`config.mk`:
```
export PLATFORM = sky130hd
export DESIGN_NAME = step_profile_generator
export DESIGN_NICKNAME = d
export VERILOG_FILES = /design/src/rtl/motion_pkg.sv /design/src/rtl/step_profile_generator.sv
export SDC_FILE = /design/constraint.sdc
export NUM_CORES = 2
export LEC_CHECK = 0
export ABC_AREA = 1
export BUFFER_PORTS_ARGS = -buffer_cell sky130_fd_sc_hd__buf_2
export CORE_ASPECT_RATIO = 1.75
export CORE_MARGIN = 4
export CORE_UTILIZATION = 25
export DETAILED_ROUTE_END_ITERATION = 12
export HOLD_SLACK_MARGIN = 0.08
export PLACE_DENSITY = 0.5
export SETUP_SLACK_MARGIN = 0.02
export SLEW_MARGIN = 5
export SYNTH_ARGS = -nofsm -noshare
export SYNTH_HDL_FRONTEND = slang
export SYNTH_SLANG_ARGS = --single-unit
```
`constraint.sdc`:
```
create_clock -name clk -period 11.8 [get_ports clk]
set_clock_uncertainty 0.1 [all_clocks]
set_input_delay 2.36 -clock clk [delete_from_list [all_inputs] [get_ports clk]]
set_output_delay 2.36 -clock clk [all_outputs]
set_load 0.005 [all_outputs]
```
`src/rtl/motion_pkg.sv`:
```
// Shared motion-control types: period width, controller states and profile phases.
// Also used by the parameter calculation stage.
package motion_pkg;

    localparam int PERIOD_W = 32;

    typedef enum logic [1:0] {IDLE, PULSE, WAIT, FINISH} state_t;
    typedef enum logic [1:0] {ACCEL, CRUISE, DECEL} phase_t;

    // a - b, never dropping below floor and never wrapping
    function automatic logic [PERIOD_W-1:0] sat_sub(input logic [PERIOD_W-1:0] a,
                                                    input logic [PERIOD_W-1:0] b,
                                                    input logic [PERIOD_W-1:0] floor);
        if (a < b || (a - b) < floor) return floor;
        return a - b;
    endfunction

    // a + b, never exceeding ceil and never wrapping
    function automatic logic [PERIOD_W-1:0] sat_add(input logic [PERIOD_W-1:0] a,
                                                    input logic [PERIOD_W-1:0] b,
                                                    input logic [PERIOD_W-1:0] ceil);
        logic [PERIOD_W:0] sum;
        sum = {1'b0, a} + {1'b0, b};
        if (sum > {1'b0, ceil}) return ceil;
        return sum[PERIOD_W-1:0];
    endfunction

endpackage

```
`src/rtl/step_profile_generator.sv`:
```
// Trapezoidal step pulse generator for one axis: accel, cruise, mirrored decel.
// Loaded once per move from the parameter calculation stage.
//
// state  | meaning
// IDLE   | waiting for load
// PULSE  | step high for PULSE_W cycles
// WAIT   | step low for the rest of the period
// FINISH | end of move; done pulse (zero-step moves spend one extra busy cycle here)
module step_profile_generator
    import motion_pkg::*;
#(
    parameter int PULSE_W    = 4,
    parameter int MIN_PERIOD = 8
) (
    input  logic                clk,
    input  logic                reset,
    input  logic                load,
    input  logic                abort,
    input  logic [PERIOD_W-1:0] steps,
    input  logic [PERIOD_W-1:0] accel_steps,
    input  logic [PERIOD_W-1:0] start_period,
    input  logic [PERIOD_W-1:0] cruise_period,
    input  logic [PERIOD_W-1:0] delta,
    output logic                step,
    output logic                busy,
    output logic                done,
    output logic [PERIOD_W-1:0] step_count,
    output logic [PERIOD_W-1:0] cur_period
);

    localparam logic [PERIOD_W-1:0] PW   = PERIOD_W'(PULSE_W);
    localparam logic [PERIOD_W-1:0] PMIN = PERIOD_W'(MIN_PERIOD);

    state_t state, state_next;
    phase_t phase;

    logic [PERIOD_W-1:0] s_steps, s_accel, s_start, s_cruise, s_delta;
    logic [PERIOD_W-1:0] cnt, p_reg, accel_used, saved;
    logic                in_decel, zero_pend;

    logic accept, period_end, last_step, advance;

    logic [PERIOD_W-1:0] d_steps, d_accel, d_start, d_cruise, d_delta;
    logic [PERIOD_W-1:0] d_p, d_used, d_saved, d_cnt, remaining;
    logic [PERIOD_W-1:0] use_p, np, nused, nsaved, eff;
    logic                d_in_decel;

    assign accept     = (state == IDLE) && load && !abort;
    assign period_end = (state == WAIT) && (cnt == '0) && !abort;
    assign last_step  = (step_count + 32'd1) == s_steps;
    assign advance    = (accept && steps != '0) || (period_end && !last_step);

    assign step = (state == PULSE);
    assign busy = (state == PULSE) || (state == WAIT) || (state == FINISH && zero_pend);
    assign done = (state == FINISH) && !zero_pend;

    always_comb begin
        state_next = state;
        if (abort) begin
            state_next = IDLE;
        end else begin
            case (state)
                IDLE:    if (load) state_next = (steps == '0) ? FINISH : PULSE;
                PULSE:   if (cnt == cur_period - PW) state_next = WAIT;
                WAIT:    if (cnt == '0) state_next = last_step ? FINISH : PULSE;
                FINISH:  if (!zero_pend) state_next = IDLE;
                default: state_next = IDLE;
            endcase
        end
    end

    // Phase decision for the next step; on load it works from the live inputs
    always_comb begin
        d_steps    = accept ? steps         : s_steps;
        d_accel    = accept ? accel_steps   : s_accel;
        d_start    = accept ? start_period  : s_start;
        d_cruise   = accept ? cruise_period : s_cruise;
        d_delta    = accept ? delta         : s_delta;
        d_p        = accept ? ((accel_steps == '0) ? cruise_period : start_period) : p_reg;
        d_used     = accept ? '0 : accel_used;
        d_saved    = accept ? '0 : saved;
        d_in_decel = accept ? 1'b0 : in_decel;
        d_cnt      = accept ? '0 : step_count + 32'd1;
        remaining  = d_steps - d_cnt;

        phase  = CRUISE;
        use_p  = d_cruise;
        np     = d_cruise;
        nused  = d_used;
        nsaved = d_saved;
        if (remaining <= d_used) begin
            phase = DECEL;
            use_p = d_in_decel ? sat_add(d_p, d_delta, d_start) : d_saved;
            np    = use_p;
        end else if (d_used < d_accel && d_p > d_cruise) begin
            phase  = ACCEL;
            use_p  = d_p;
            np     = sat_sub(d_p, d_delta, d_cruise);
            nused  = d_used + 32'd1;
            nsaved = d_p;
        end
        eff = (use_p < PMIN) ? PMIN : use_p;
    end

    always_ff @(posedge clk) begin
        if (reset) state <= IDLE;
        else       state <= state_next;
    end

    always_ff @(posedge clk) begin
        if (reset) begin
            s_steps    <= '0;
            s_accel    <= '0;
            s_start    <= '0;
            s_cruise   <= '0;
            s_delta    <= '0;
            cnt        <= '0;
            p_reg      <= '0;
            accel_used <= '0;
            saved      <= '0;
            in_decel   <= 1'b0;
            zero_pend  <= 1'b0;
            step_count <= '0;
            cur_period <= '0;
        end else if (abort) begin
            zero_pend <= 1'b0;
        end else begin
            if (accept) begin
                s_steps    <= steps;
                s_accel    <= accel_steps;
                s_start    <= start_period;
                s_cruise   <= cruise_period;
                s_delta    <= delta;
                step_count <= '0;
                zero_pend  <= (steps == '0);
            end
            if (advance) begin
                cnt        <= eff - 32'd1;
                cur_period <= eff;
                p_reg      <= np;
                accel_used <= nused;
                saved      <= nsaved;
                in_decel   <= (phase == DECEL);
            end else if (state == PULSE || (state == WAIT && cnt != '0)) begin
                cnt <= cnt - 32'd1;
            end
            if (period_end) step_count <= step_count + 32'd1;
            if (state == FINISH) zero_pend <= 1'b0;
        end
    end

endmodule

```
# Word level (Yosys, flattened, before mapping)
# Cells that the tools add are included.
dict set report word_totals {
  input_bits 164
  out_inout_bits 67
  reg_bits 356
  wordCells 115
}
dict set report classes {
  n_lt_le_gt_ge 7
  bitwise 1
  add_sub_neg 8
  eq_ne 10
  muxes 43
  reduce_logical 32
}
# operator count
set ops {}
lappend ops {{$mux 32} 28}
lappend ops {{$logic_not 32->1} 3}
lappend ops {{$lt 32x32->1} 3}
lappend ops {{$add 32x1->32 const B} 2}
lappend ops {{$eq 32x32->1} 2}
lappend ops {{$reduce_bool 32->1} 2}
lappend ops {{$sub 32x1->32 const B} 2}
lappend ops {{$sub 32x32->32} 2}
lappend ops {{$add 32x32->33} 1}
lappend ops {{$gt 33x32->1} 1}
lappend ops {{$gt 32x32->1} 1}
lappend ops {{$le 32x32->1} 1}
lappend ops {{$lt 32x4->1 const B} 1}
lappend ops {{$sub 32x3->32 const B} 1}
lappend ops {{$mux 2} 7}
lappend ops {{$logic_and 1x1->1} 10}
lappend ops {{$pmux 2 s4} 1}
lappend ops {{$mux 1} 7}
lappend ops {{$eq 2x2->1 const B} 3}
lappend ops {{$ne 2x2->1 const B} 3}
lappend ops {{$reduce_and 2->1} 3}
lappend ops {{$logic_or 1x1->1} 5}
lappend ops {{$reduce_and 4->1} 1}
lappend ops {{$reduce_bool 2->1} 2}
lappend ops {{7 further kinds} 9}

# Logic depth before layout (Yosys ltp)
dict set report depth {
  depth_word 15
  mapped_depth 64
  mapped_depth_nobuf 58
}

# Least setup slack after synthesis
# No wires, ideal clock.
dict set report synth_path {
  kind {input to register}
  from {in load}
  to {reg cnt[16]}
  arrival_ns 10.740
  path_slack_ns 0.851
  path_stages 58
  setup_time_ns 0.109
  path_buffers 11
  required_time_ns 11.591
  cell_sequence {nand2_1 > nor2_1 > clkbuf_1 > buf_2 > buf_2 > clkbuf_1 > clkbuf_1 > buf_2 > buf_2 > clkbuf_1 > clkbuf_1 > nor2_1 > ha_1 > inv_1 > fa_1 > nand3_1 > nand2_1 > a21oi_1 > [22 not listed] > a21oi_1 > a21oi_1 > nand2_1 > nor2_1 > nand2_1 > nor2_1 > nand2_2 > nand2_2 > nand2_2 > nand2_2 > ha_1 > nand3_1 > nor2_2 > nand2_1 > o21ai_0 > nand3_1 > nand2_1 > inv_1}
}
dict set report synth_via {
  elab_chain_cells 14
  word_cells_on_any_way 34
  classes_between {3 x add/sub; 5 x order compare; 19 x mux; 7 x reduce/logical}
}
# element line_no
set synth_lines {}
lappend synth_lines {{start: declaration} step_profile_generator.sv:17} ;# input logic load,
lappend synth_lines {{$logic_and 1x1->1 * (2 in a row)} step_profile_generator.sv:48} ;# assign accept = (state == IDLE) && load && !abort;
lappend synth_lines {{$mux 32, on equally long branches} --}
lappend synth_lines {{$add 32x32->33} motion_pkg.sv:23} ;# sum = {1'b0, a} + {1'b0, b};
lappend synth_lines {{$gt 33x32->1} motion_pkg.sv:24} ;# if (sum > {1'b0, ceil}) return ceil;
lappend synth_lines {{$mux 1} motion_pkg.sv:24}
lappend synth_lines {{$mux 1} step_profile_generator.sv:91} ;# if (remaining <= d_used) begin
lappend synth_lines {{$mux 32} motion_pkg.sv:25} ;# return sum[PERIOD_W-1:0];
lappend synth_lines {{$mux 32} step_profile_generator.sv:93} ;# use_p = d_in_decel ? sat_add(d_p, d_delta, d_start) : d_saved;
lappend synth_lines {{$mux 32} step_profile_generator.sv:91}
lappend synth_lines {{$lt 32x4->1} step_profile_generator.sv:102} ;# eff = (use_p < PMIN) ? PMIN : use_p;
lappend synth_lines {{$mux 32} step_profile_generator.sv:102}
lappend synth_lines {{$sub 32x1->32} step_profile_generator.sv:138} ;# cnt <= eff - 32'd1;
lappend synth_lines {{$mux 32} step_profile_generator.sv:137} ;# if (advance) begin
lappend synth_lines {{end signal: assignment} step_profile_generator.sv:138}
lappend synth_lines {{end signal: assignment} step_profile_generator.sv:145} ;# cnt <= cnt - 32'd1;
lappend synth_lines {{end: declaration} step_profile_generator.sv:38} ;# logic [PERIOD_W-1:0] cnt, p_reg, accel_used, saved;
# Mark *: on every way between the ends. The rest lies on a longest branch, timed or not. The select of a mux whose other input is x is not followed.
# A chain may end at the register's enable or synchronous reset.

# Final worst setup path
dict set report layout_path {
  from {in abort}
  to {reg cnt[16]}
}
dict set report layout_via {
  elab_chain_cells 14
  word_cells_on_any_way 37
  classes_between {3 x add/sub; 5 x order compare; 19 x mux; 1 x bitwise; 9 x reduce/logical}
}
# element line_no
set layout_lines {}
lappend layout_lines {{start: declaration} step_profile_generator.sv:18} ;# input logic abort,
lappend layout_lines {{$logic_not 1->1} {step_profile_generator.sv:48, step_profile_generator.sv:49}}
lappend layout_lines {{$logic_and 1x1->1} step_profile_generator.sv:48}
lappend layout_lines {{$mux 32, on equally long branches} --}
lappend layout_lines {{$add 32x32->33} motion_pkg.sv:23}
lappend layout_lines {{$gt 33x32->1} motion_pkg.sv:24}
lappend layout_lines {{$mux 1} motion_pkg.sv:24}
lappend layout_lines {{$mux 1} step_profile_generator.sv:91}
lappend layout_lines {{$mux 32} motion_pkg.sv:25}
lappend layout_lines {{$mux 32} step_profile_generator.sv:93}
lappend layout_lines {{$mux 32} step_profile_generator.sv:91}
lappend layout_lines {{$lt 32x4->1} step_profile_generator.sv:102}
lappend layout_lines {{$mux 32} step_profile_generator.sv:102}
lappend layout_lines {{$sub 32x1->32} step_profile_generator.sv:138}
lappend layout_lines {{$mux 32} step_profile_generator.sv:137}
# Several ways; a longest one is shown, not always the timed one. The select of a mux whose other input is x is not followed.

==> summary.md <==
* type of element launching the critical path: primary input
* power density of the placed cells: 163.5 nW/um2
* GP Congestion: 0.9553
* number of setup buffers added after CTS: 0
* register bit total from synthesis: 356
* Rows: 166
* wire length of the first global-routing pass: 195400 um
* Layout area overhead: 15.80%
* core area: 116900 um2
* Root Buffer Master: sky130_fd_sc_hd__clkbuf_16
* main combinational cell family by area after synthesis: simple AND/OR/NAND/NOR gates
* overflow left after global routing: 0
* Port Buffers: 230
* remaining antenna violation count: 0
* placed insts: 6241
* post-synth cell types: 62
* worst hold-check path type: reg -> reg
* least setup slack across all paths after layout: 1.493 ns
* pin count of the biggest net entering global routing: 110
* overall routing resource usage: 21.20%
* area enclosed by the die boundary: 123300 um2
* Pwr Total: 5.564 mW
* count of H-tree levels built during CTS: 2
* most used cell along the critical path: sky130_fd_sc_hd__nand2_1
* P_leak: 16.42 nW
* CTS Buffer Depth: 3
* sequential share of power: 24.3%
* most frequent cells in the layout: sky130_fd_sc_hd__nand2_1, sky130_fd_sc_hd__inv_1, sky130_fd_sc_hd__nor2_1
* max-slew violation count: 0
* Top delay family on crit path: compound AO/OA/AOI/OAI gates
* net switching power figure: 2.549 mW
* number of hold violations in the final report: 0
* critical path class: in -> reg
* Max-Cap Viols: 0
* die extent in x: 267.2 um
* proportion of total power due to net switching: 45.81%
* post-detailed-placement half-perimeter wirelength: 108500 um
* Wirelength per Cell: 21.32 um
* CP peak stage delay: 0.53 ns
* clock insertion delay at the later pin of the skew report: 0.63 ns
* simple logic cell fraction of the synthesized area: 29.74%
* CTS Sinks: 356
* slew at the pin closest to its max-slew limit: 1.119 ns
* number of buffers created by CTS: 44
* final critical delay including setup and external delays: 10.31 ns
* critical path arrival: 10.74 ns
* CP Capture Type: flip-flop
* Syn Std Cell Area: 29390 um2
* result of the run: complete, no violations
* number of optimization iterations in the first detailed-route pass: 5
* number of nets in the layout: 5204
* Gate Count Post-Synth: 4591
* combinational share of power: 48.6%
* cell internal power dissipation: 3.015 mW
* number of synthesis warnings: 0
* drt drc: 0
* mean cell area of the mapped netlist: 6.402 um2
* top-level I/O count: 231
* Synth Area in XOR/XNOR: 5.291%
* antenna violations before repair: 14
* highest clock frequency the design can meet: 97.02 MHz
* clock transition at the registers of the reported paths: 0.07 ns
* most common cell after layout, fill and taps aside: sky130_fd_sc_hd__nand2_1
* Initial Utilization: 25.14%
* Max-slew headroom: 25.40%
* share of cell area taken by muxes after synthesis: 1.226%
* adder-cell share of the synthesized area: 11.36%
* DR vias: 31460
* number of DRC markers after the initial detailed-route iteration: 2295
* number of standard cells in the final layout excluding fillers: 6329
* synthesized-area fraction occupied by ao, oa, aoi and oai cells: 17.93%
* total of hold buffers inserted after clock tree synthesis: 0
* Critical Path RT: 12.23 ns
* clock network power share: 27.1%
* register area share after synthesis: 24.25%
* Fin Setup TNS: 0 ns
* via count of the first global-routing pass: 30980
* clock tree from TritonCTS: yes
* post-layout utilization of the core: 29.11%
* RSZ-0062 raised after global routing: false
* count of instances resized after the clock tree is built: 0
* worst-path maximum fanout: 59
* peak ir drop on the vdd network: 0.1280 mV
* share of layout cells above drive strength 1: 12.02%
* final setup fails: 0
* Setup Slack @ Placement: 0.7915 ns
* die height: 461.6 um
* CP Buf/Inv Count: 5
* wirelength, routed: 134900 um
* slowest stage cell, crit path: sky130_fd_sc_hd__buf_4
* post-synth net total: 5020
* vias per std cell: 4.970
* share of the clock period used by the worst path: 87.35%
## routing by layer
layer / GRT usage (%) / part of all wire [%]
met5: 0 / 0.030
met4: 18.89 / 11
met3: 2.783 / 4.9
met2: 39.10 / 50
met1: 20.40 / 34
## synthesized netlist by cell type (all sizes together)
master,n,area [um2]
a211o,1,8.760
a211oi,8,60.06
a21boi,19,142.6
a21o,8,60.06
a21oi,395,2007
a221oi,4,35.03
a22oi,2,15.01
a311oi,2,17.52
a31oi,48,300.3
a41oi,1,8.760
and2,1,6.260
and3,2,12.51
buf,79,457.9
clkbuf,128,480.5
clkinv,1,3.750
dfxtp,356,7127
fa,3,60.06
ha,262,3278
inv,548,2059
mux2i,36,360.4
nand2,1030,3941
nand3,277,1434
nand3b,5,37.54
nand4,67,419.2
nor2,497,1931
nor3,45,251.5
nor4,36,225.2
o2111a,1,11.26
o2111ai,2,17.52
o211ai,37,277.8
o21a,18,135.1
o21ai,396,1993
o21ba,1,10.01
o21bai,15,112.6
o221ai,4,35.03
o22ai,2,12.51
o311ai,1,8.760
or2,76,475.5
or4,1,7.510
xnor2,51,446.7
xnor3,1,22.52
xor2,124,1086
## cell type report
class / instances / area (um2)
Sequential cell: 356 / 7127
Multi-Input combinational cell: 3479 / 19310
Antenna cell: 7 / 17.52
Tap cell: 1512 / 1892
Fill cell: 13060 / 82900
Clock inverter: 23 / 311.5
Timing Repair Buffer: 345 / 2086
Clock buffer: 58 / 1224
Inverter: 549 / 2064
## path summary, 6_finish.rpt
| path | from | endpoint | slack, ns | cells after the start |
|---|---|---|---|---|
| setup reg to reg | state[0]$_SDFFE_PP0P_ | cnt[16]$_SDFFE_PP0P_ | 2.57 | 50 |
| hold reg to reg | accel_used[2]$_SDFFE_PP0P_ | accel_used[2]$_SDFFE_PP0P_ | 0.36 | 2 |
| setup / recovery | abort | cnt[16]$_SDFFE_PP0P_ | 1.49 | 49 |
| hold / removal | accel_used[2]$_SDFFE_PP0P_ | accel_used[2]$_SDFFE_PP0P_ | 0.36 | 2 |
## kinds of logic after synthesis
logic type,Yosys count
buffers and inverters,756
DFF,356
and+or+nand+nor,2037
xor gates and xnor gates,176
adders and majority gates,265
muxes,36
AOI/OAI and AO/OA,965
## worst min-delay path, cell delays in order (launching register included)
cell	delay, ns
sky130_fd_sc_hd__dfxtp_1	0.30
sky130_fd_sc_hd__inv_1	0.06
sky130_fd_sc_hd__a21oi_1	0.06
## stage by stage
step / hold slack [ns] / instance area (um2)
3_3_place_gp: 0.3466 / 32480
3_5_place_dp: 0.3520 / 32480
5_1_grt: 0.3874 / 34020
2_1_floorplan: 0.3300 / 29390
6_report: 0.3633 / 34040
4_1_cts: 0.3622 / 34020
## power groups by stage
stage / registers, mW / clock network, mW / logic (mW)
floorplan: 1.35 / 0 / 1.74
global placement: 1.38 / 0 / 2.67
detailed placement: 1.38 / 0 / 2.68
CTS: 1.35 / 1.56 / 2.70
global route: 1.36 / 1.58 / 2.98
finish: 1.35 / 1.51 / 2.70
(Power assumes the default switching activity.)
